===== config.mk =====
export PLATFORM = sky130hd
export DESIGN_NAME = micro_sequencer
export DESIGN_NICKNAME = d
export VERILOG_FILES = /design/src/rtl/micro_sequencer.sv
export SDC_FILE = /design/constraint.sdc
export NUM_CORES = 1
export LEC_CHECK = 0
export CAP_MARGIN = 20
export CORE_UTILIZATION = 42
export CTS_CLUSTER_DIAMETER = 30
export CTS_CLUSTER_SIZE = 12
export DETAILED_ROUTE_END_ITERATION = 6
export PLACE_DENSITY = 0.95
export SKIP_CTS_REPAIR_TIMING = 1
export SLEW_MARGIN = 20
export SYNTH_ARGS = -nofsm -noshare
export SYNTH_HDL_FRONTEND = slang
export SYNTH_SLANG_ARGS = --single-unit
export TNS_END_PERCENT = 30

===== constraint.sdc =====
create_clock -name clk -period 4.8 [get_ports clk]
set_input_delay 1.44 -clock clk [delete_from_list [all_inputs] [get_ports clk]]
set_output_delay 1.44 -clock clk [all_outputs]
set_load 0.01 [all_outputs]

===== src/rtl/micro_sequencer.sv =====
// Microprogram sequencer: steps a micro-PC through an asynchronous microcode ROM,
// with a return stack, RDY stall, NMI/IRQ entry at FETCH boundaries, halt and stack-error reporting.
module micro_sequencer #(
  parameter int                 UADDR_W     = 8,
  parameter int                 CTL_W       = 64,
  parameter int                 NCOND       = 8,
  parameter int                 STACK_DEPTH = 2,
  parameter logic [UADDR_W-1:0] RESET_ADDR  = 0,
  parameter logic [UADDR_W-1:0] FETCH_ADDR  = 1,
  parameter logic [UADDR_W-1:0] IRQ_ADDR    = 2,
  parameter logic [UADDR_W-1:0] NMI_ADDR    = 3
) (
  input  logic                     clk,
  input  logic                     rst_n,
  input  logic                     rdy,
  output logic [UADDR_W-1:0]       uaddr,
  input  logic [2:0]               u_op,
  input  logic [UADDR_W-1:0]       u_target,
  input  logic [$clog2(NCOND)-1:0] u_cond,
  input  logic                     u_pol,
  input  logic [CTL_W-1:0]         u_ctl,
  input  logic [UADDR_W-1:0]       map_addr,
  input  logic [NCOND-1:0]         cond_vec,
  input  logic                     i_flag,
  input  logic                     irq,
  input  logic                     nmi,
  output logic [CTL_W-1:0]         ctl_out,
  output logic                     ir_ld,
  output logic                     int_ack,
  output logic [1:0]               int_sel,
  output logic                     halted,
  output logic                     stk_err
);

  localparam int SP_W  = $clog2(STACK_DEPTH + 1);
  localparam int STK_N = 1 << SP_W;

  localparam logic [2:0] OP_NEXT     = 3'd0;
  localparam logic [2:0] OP_JUMP     = 3'd1;
  localparam logic [2:0] OP_BRANCH   = 3'd2;
  localparam logic [2:0] OP_DISPATCH = 3'd3;
  localparam logic [2:0] OP_CALL     = 3'd4;
  localparam logic [2:0] OP_RET      = 3'd5;
  localparam logic [2:0] OP_FETCH    = 3'd6;

  logic [UADDR_W-1:0] upc_q, upc_d, upc_inc, stk_top;
  logic [SP_W-1:0]    sp_q, sp_d;
  logic [UADDR_W-1:0] stack_q [STK_N];
  logic               nmi_prev_q;
  logic               nmi_pend_q, nmi_pend_d;
  logic               halted_q, halted_d;
  logic               stk_err_q, stk_err_d;
  logic               active, is_fetch, take_nmi, take_irq, push_en;

  // rdy acts as a plain enable: rdy=1 commits this cycle's decode, rdy=0 freezes
  // upc/stack/halt and blanks every datapath-facing output for that cycle.
  assign active   = rdy & ~halted_q;
  assign is_fetch = active & (u_op == OP_FETCH);
  assign take_nmi = is_fetch & nmi_pend_q;
  assign take_irq = is_fetch & ~nmi_pend_q & irq & ~i_flag;
  assign upc_inc  = upc_q + UADDR_W'(1);
  assign stk_top  = stack_q[sp_q - SP_W'(1)];

  always_ff @(posedge clk or negedge rst_n) begin
    if (!rst_n) begin
      upc_q      <= RESET_ADDR;
      sp_q       <= '0;
      nmi_prev_q <= 1'b0;
      nmi_pend_q <= 1'b0;
      halted_q   <= 1'b0;
      stk_err_q  <= 1'b0;
    end else begin
      upc_q      <= upc_d;
      sp_q       <= sp_d;
      nmi_prev_q <= nmi;
      nmi_pend_q <= nmi_pend_d;
      halted_q   <= halted_d;
      stk_err_q  <= stk_err_d;
    end
  end

  // Stack storage needs no reset: an empty depth counter makes old entries unreachable.
  always_ff @(posedge clk) begin
    if (push_en) stack_q[sp_q] <= upc_inc;
  end

  always_comb begin
    upc_d      = upc_q;
    sp_d       = sp_q;
    halted_d   = halted_q;
    stk_err_d  = stk_err_q;
    push_en    = 1'b0;
    nmi_pend_d = (nmi & ~nmi_prev_q) | (nmi_pend_q & ~take_nmi);
    if (active) begin
      case (u_op)
        OP_NEXT:     upc_d = upc_inc;
        OP_JUMP:     upc_d = u_target;
        OP_BRANCH:   upc_d = (cond_vec[u_cond] == u_pol) ? u_target : upc_inc;
        OP_DISPATCH: upc_d = map_addr;
        OP_CALL: begin
          upc_d = u_target;
          if (sp_q == SP_W'(STACK_DEPTH)) begin
            stk_err_d = 1'b1;
          end else begin
            push_en = 1'b1;
            sp_d    = sp_q + SP_W'(1);
          end
        end
        OP_RET: begin
          if (sp_q == '0) begin
            upc_d     = FETCH_ADDR;
            stk_err_d = 1'b1;
          end else begin
            upc_d = stk_top;
            sp_d  = sp_q - SP_W'(1);
          end
        end
        OP_FETCH: begin
          if (take_nmi)      upc_d = NMI_ADDR;
          else if (take_irq) upc_d = IRQ_ADDR;
          else               upc_d = FETCH_ADDR + UADDR_W'(1);
        end
        default:     halted_d = 1'b1;
      endcase
    end
  end

  always_comb begin
    uaddr   = upc_q;
    halted  = halted_q;
    stk_err = stk_err_q;
    ctl_out = '0;
    ir_ld   = 1'b0;
    int_ack = 1'b0;
    int_sel = 2'b00;
    if (rst_n && active) begin
      ctl_out = u_ctl;
      ir_ld   = is_fetch & ~take_nmi & ~take_irq;
      int_ack = take_nmi | take_irq;
      if (take_nmi)      int_sel = 2'b10;
      else if (take_irq) int_sel = 2'b01;
    end
  end

endmodule

; Yosys cells after proc, flatten, opt, wreduce, memory -nomap -nowiden
; Memory sizes are Yosys's and may differ from the RTL's.
; Index checks and enable logic that the tools add are counted.
[op_classes]
magnitude_cmp = 1
bitwise = 19
muxes = 23
reduce_logical = 11
n_addsub = 3
eq_ne = 12
[op_table]
columns = op, n
row1 = $mux W64, 1
row2 = $pmux W8 S6, 1
row3 = $mux W8, 2
row4 = $mux W1, 12
row5 = $and A1 B1 Y1, 10
row6 = $eq A3 B3 Y1 const B, 3
row7 = $add A8 B1 Y8 const B, 1
row8 = $mux W2, 4
row9 = $ne A2 B2 Y1 const B, 4
row10 = $reduce_and A4 Y1, 2
row11 = $not A1 Y1, 7
row12 = $reduce_or A7 Y1, 1
row13 = $eq A3 B2 Y1 const B, 2
row14 = $reduce_bool A6 Y1, 1
row15 = $lt A3 B4 Y1 const B, 1
row16 = $pmux W2 S2, 1
row17 = $reduce_and A2 Y1, 2
row18 = $bmux W1 S3, 1
row19 = $eq A3 B1 Y1 const B, 1
row20 = $logic_not A3 Y1, 1
row21 = $add A2 B1 Y2 const B, 1
row22 = $eq A2 B2 Y1 const B, 1
row23 = $logic_not A2 Y1, 1
row24 = $or A1 B1 Y1, 2
row25 = 6 further kinds, 6
[word_totals]
mem_bits_rw = 32
in_bits = 101
word_cells = 76
reg_bits = 14
n_memories = 1
out_inout_bits = 78
[memory_table]
columns = memory, words, word_bits, read_ports, rd_ports_with_merged_regs, wr, line_no
row1 = stack_q, 4, 8, 1, 0, 1, 48  ; logic [UADDR_W-1:0] stack_q [STK_N];

; Logic depth before layout (Yosys ltp)
[depth]
depth_word = 9
depth_mapped = 9
depth_no_buf = 7

; Worst setup path after synthesis
; OpenSTA, ideal clock, no wires.
[synth_timing]
kind = input port to output port
startpoint = in u_op[1]
endpoint = out int_sel[0]
t_required_ns = 3.360
arrival_ns = 2.705
n_path_buf = 2
path_slack_ns = 0.655
path_stages = 5
path_cell_list = clkbuf_1 > buf_1 > nand2_1 > or3_1 > nor3_1
[synth_between]
elab_chain_len = 8
word_cells_on_any_way = 9
cone_classes = eq/ne: 1 / mux: 3 / bitwise: 5
[synth_rtl]
columns = element, line_no
row1 = "start, declared", 17  ; input logic [2:0] u_op,
row2 = $eq A3 B3 Y1 (*), 58  ; assign is_fetch = active & (u_op == OP_FETCH);
row3 = $and A1 B1 Y1 (*), 58
row4 = $and A1 B1 Y1 (3 in series), 60  ; assign take_irq = is_fetch & ~nmi_pend_q & irq & ~i_flag;
row5 = $mux W1, 141  ; else if (take_irq) int_sel = 2'b01;
row6 = $mux W2 (*), 140  ; if (take_nmi) int_sel = 2'b10;
row7 = $mux W2 (*), 136  ; if (rst_n && active) begin
row8 = "end, declared", 30  ; output logic [1:0] int_sel,
; Mark *: on every way between the ends. The rest lies on a longest branch, timed or not.

; Worst setup path in the final report
[layout_timing]
startpoint = in rdy
endpoint = out ir_ld
[layout_between]
elab_chain_len = 8
word_cells_on_any_way = 12
cone_classes = mux: 1 / bitwise: 10 / reduce/logical: 1
[layout_rtl]
columns = element, line_no
row1 = "start, declared", 15  ; input logic rdy,
row2 = $and A1 B1 Y1 (*), 57  ; assign active = rdy & ~halted_q;
row3 = $and A1 B1 Y1, 58
row4 = $and A1 B1 Y1 (3 in series), 60
row5 = $not A1 Y1, 138  ; ir_ld = is_fetch & ~take_nmi & ~take_irq;
row6 = $and A1 B1 Y1, 138
row7 = $mux W1 (*), 136
row8 = "end, declared", 28  ; output logic ir_ld,
; Marked as above.

==> impl_metrics.csv <==
group,metric,value,unit
power,clockPowerShare,14.3,%
power,leakage,2.12,nW
timing,finalCritPeriodShare,98.7,%
worst_setup_path,cpMostUsedCell,"clkdlybuf4s50_1",
outcome,outcome,"completed",
clock_network,numCtsBuffers,5,
power,power.total,0.00167,W
logic_synthesis,ys_seq_area_share,42.2,%
global_route,grt_pass1_vias,3106,
clock_network,cts_tree,"yes",
logic_synthesis,async_flop_share,30.4,%
routing,drt-initial-drc-count,289,
global_route,grt_util_all_layers,27.1,%
logic_synthesis,synth_area_leader_cell,"edfxtp_1",
worst_setup_path,path_class,"in -> out",
floorplanning,die_h,88.0,um
power,p_seq_share,40.9,%
finish,syn_to_final_growth,65.5,%
clock_network,cts_root_buf,"clkbuf_8",
logic_synthesis,ys_ff_latch,46,
logic_synthesis,syn_avg_cell_area,9.85,um2
routing,wirelength,11000,um
floorplanning,fp.dieW,88.0,um
worst_setup_path,crit_arrival,3.30,ns
finish,fin_util,73.6,%
clock_network,clkTransAtPathRegs,0.08,ns
timing,fin_worst_skew,0.0112,ns
floorplanning,start_util,44.5,%
job,maxCapViolCount,0,
global_route,antenna_found_initial,0,
power,power_density,324,nW/um2
timing,hold_viol_final,0,
logic_synthesis,synth_common_cells,"67 x and3_1, 32 x edfxtp_1, 27 x o21ai_0, 23 x clkbuf_1, 17 x nand2_1",
logic_synthesis,synth.distinct_cells,52,
logic_synthesis,synth_most_common_cell,"and3_1",
timing,setup_viol,0,
floorplanning,die_area,7740,um2
clock_network,h-tree-depth,2,
power,peakVddDrop,0.373,mV
logic_synthesis,synth_cells,315,
placed_design,io_buffers,178,
timing,timing.fmax,211,MHz
floorplanning,row_count,30,
routing,dr.pass1.iters,5,
finish,n_antenna_cell,0,
logic_synthesis,ys.flop_type,"edfxtp_1",
timing,worst_slew_pin_slew,0.737,ns
routing,ant_nets,0,
timing,period_needed,4.74,ns
worst_hold_path,hold_path.class,"reg -> reg",
power,p_sw,0.000610,W
routing,drc_errors,0,
floorplanning,num_io_pins,179,
worst_setup_path,crit_chain,"clkdlybuf4s50_1, nand2b_1, nor3_2, nand2_1, nor3_1, buf_4, clkdlybuf4s50_1",
routing,num_vias,3339,
global_route,grt_start_max_net_pins,49,
clock_network,ctsLongestPathBuffers,2,
clock_network,cts.sinks,46,
logic_synthesis,synthesis.area,3100,um2
timing,max-slew-margin-rel,50.7,%
finish,drive_gt1_share,6.72,%
placed_design,hpwl,8450,um
worst_setup_path,path_max_fanout,3,
worst_setup_path,startpoint_type,"input pin",
timing,slew_violations,0,
routing,wl_per_cell,18.8,um
power,switching_share,36.6,%
worst_setup_path,cp-end-kind,"output pin",
clock_network,clk_latency,0.31,ns
power,power_frac_comb,44.9,%
floorplanning,core-area,6980,um2
logic_synthesis,synth_edf_count,32,
global_route,gr-total-overflow,0,
power,p_int,0.00106,W
logic_synthesis,yosys-top-cells-area,"edfxtp_1 31%, and3_1 14%, dfrtp_1 11%",
routing,vias_per_cell,5.69,
placed_design,globalplace.congestion,0.905,
logic_synthesis,synth_top_area_share,31.0,%
logic_synthesis,ys_warn_count,0,
worst_setup_path,cp.required,3.36,ns
worst_setup_path,slowest_stage,"clkdlybuf4s50_1",
finish,finalNetCount,596,
timing,hold_slack,0.487,ns
worst_setup_path,cpPeakStageDelay,0.53,ns
global_route,grt_pass1_wl,15600,um
-- power by group through the flow --
| stage | logic, W | registers, W | clock network, W |
|---|---|---|---|
| 3_3_place_gp | 0.000703 | 0.000680 | 0 |
| 2_1_floorplan | 0.000455 | 0.000649 | 0 |
| 5_1_grt | 0.000807 | 0.000693 | 0.000254 |
| 6_report | 0.000747 | 0.000680 | 0.000238 |
| 4_1_cts | 0.000742 | 0.000678 | 0.000239 |
| 3_5_place_dp | 0.000735 | 0.000686 | 0 |
-- state kept, by name, summed over array words and instances, names as in the netlist --
name        count
stack_q        32
uaddr           8
sp_q            2
halted          1
nmi_pend_q      1
nmi_prev_q      1
stk_err         1
-- placed cells by master (no fill, tap or decap), drive strengths merged, types with 3 or more instances in the layout --
| master | n |
|---|---|
| conb | 8 |
| buf | 11 |
| nand2b | 3 |
| o22ai | 3 |
| and2 | 3 |
| mux2i | 6 |
| o21a | 3 |
| inv | 9 |
| edfxtp | 32 |
| ha | 5 |
| mux4 | 10 |
| clkdlybuf4s50 | 177 |
| nand2 | 17 |
| o22a | 3 |
| o21ai | 27 |
| nor2 | 14 |
| nor3 | 6 |
| dfrtp | 14 |
| or3 | 3 |
| nand4 | 3 |
| clkbuf | 5 |
| a2bb2oi | 5 |
| a21oi | 5 |
| and3 | 67 |
| xnor2 | 5 |
| a22o | 4 |
| nand3 | 7 |
| nor2b | 3 |
-- metrics by stage --
stage,setup TNS (ns),instances,worst slack [ns],instance area [um2]
finish,0,587,0.0608,5140
global route,-0.0553,587,-0.0553,5140
CTS,0,587,0.0221,5120
detailed placement,0,579,0.0460,5030
global placement,0,579,0.150,5030
floorplan,0,322,0.655,3130
-- layout make-up --
type	count	area [um2]
Sequential cell	46	1310
Clock buffer	5	68.8
Timing Repair Buffer	188	1880
Clock inverter	3	21.3
Inverter	9	33.8
Fill cell	472	1840
Multi-Input combinational cell	240	1710
Tap cell	96	120
-- worst max-delay path: cells and delay by family --
kind	cells	cell delay, ns
buffers and inverters	3	1.19
and+or+nand+nor	4	0.67
-- routing by layer --
| layer | up-vias | global-route usage, % | wire length, um |
|---|---|---|---|
| met5 | - | 0 | 0 |
| met4 | 0 | 9.84 | 235 |
| met3 | 18 | 5.47 | 1030 |
| met2 | 215 | 47.0 | 5630 |
| met1 | 1561 | 33.3 | 4120 |
| li1 | 1545 | - | - |
-- cells by family after synthesis --
logic type      after synthesis  share of synthesized area [%]
xor+xnor                      7                           1.98
fa+ha+maj                     5                           2.02
mux                          17                           9.79
simple gates                135                           24.7
other cells                   1                          0.121
compound gates               68                           14.6
buf+inv                      36                           4.47
flops                        46                           42.2
-- final timing paths --
kind,start,endpoint,slack [ns],cells past startpoint
setup reg to reg,sp_q[0],uaddr[0],2.10,7
min in group asynchronous,rst_n,nmi_pend_q,1.10,1
setup / recovery,rdy,ir_ld,0.06,7
max in group asynchronous,rst_n,sp_q[0],3.13,2
hold reg to reg,stk_err,stk_err,0.49,1
hold / removal,stk_err,stk_err,0.49,1
(Power assumes the default switching activity.)
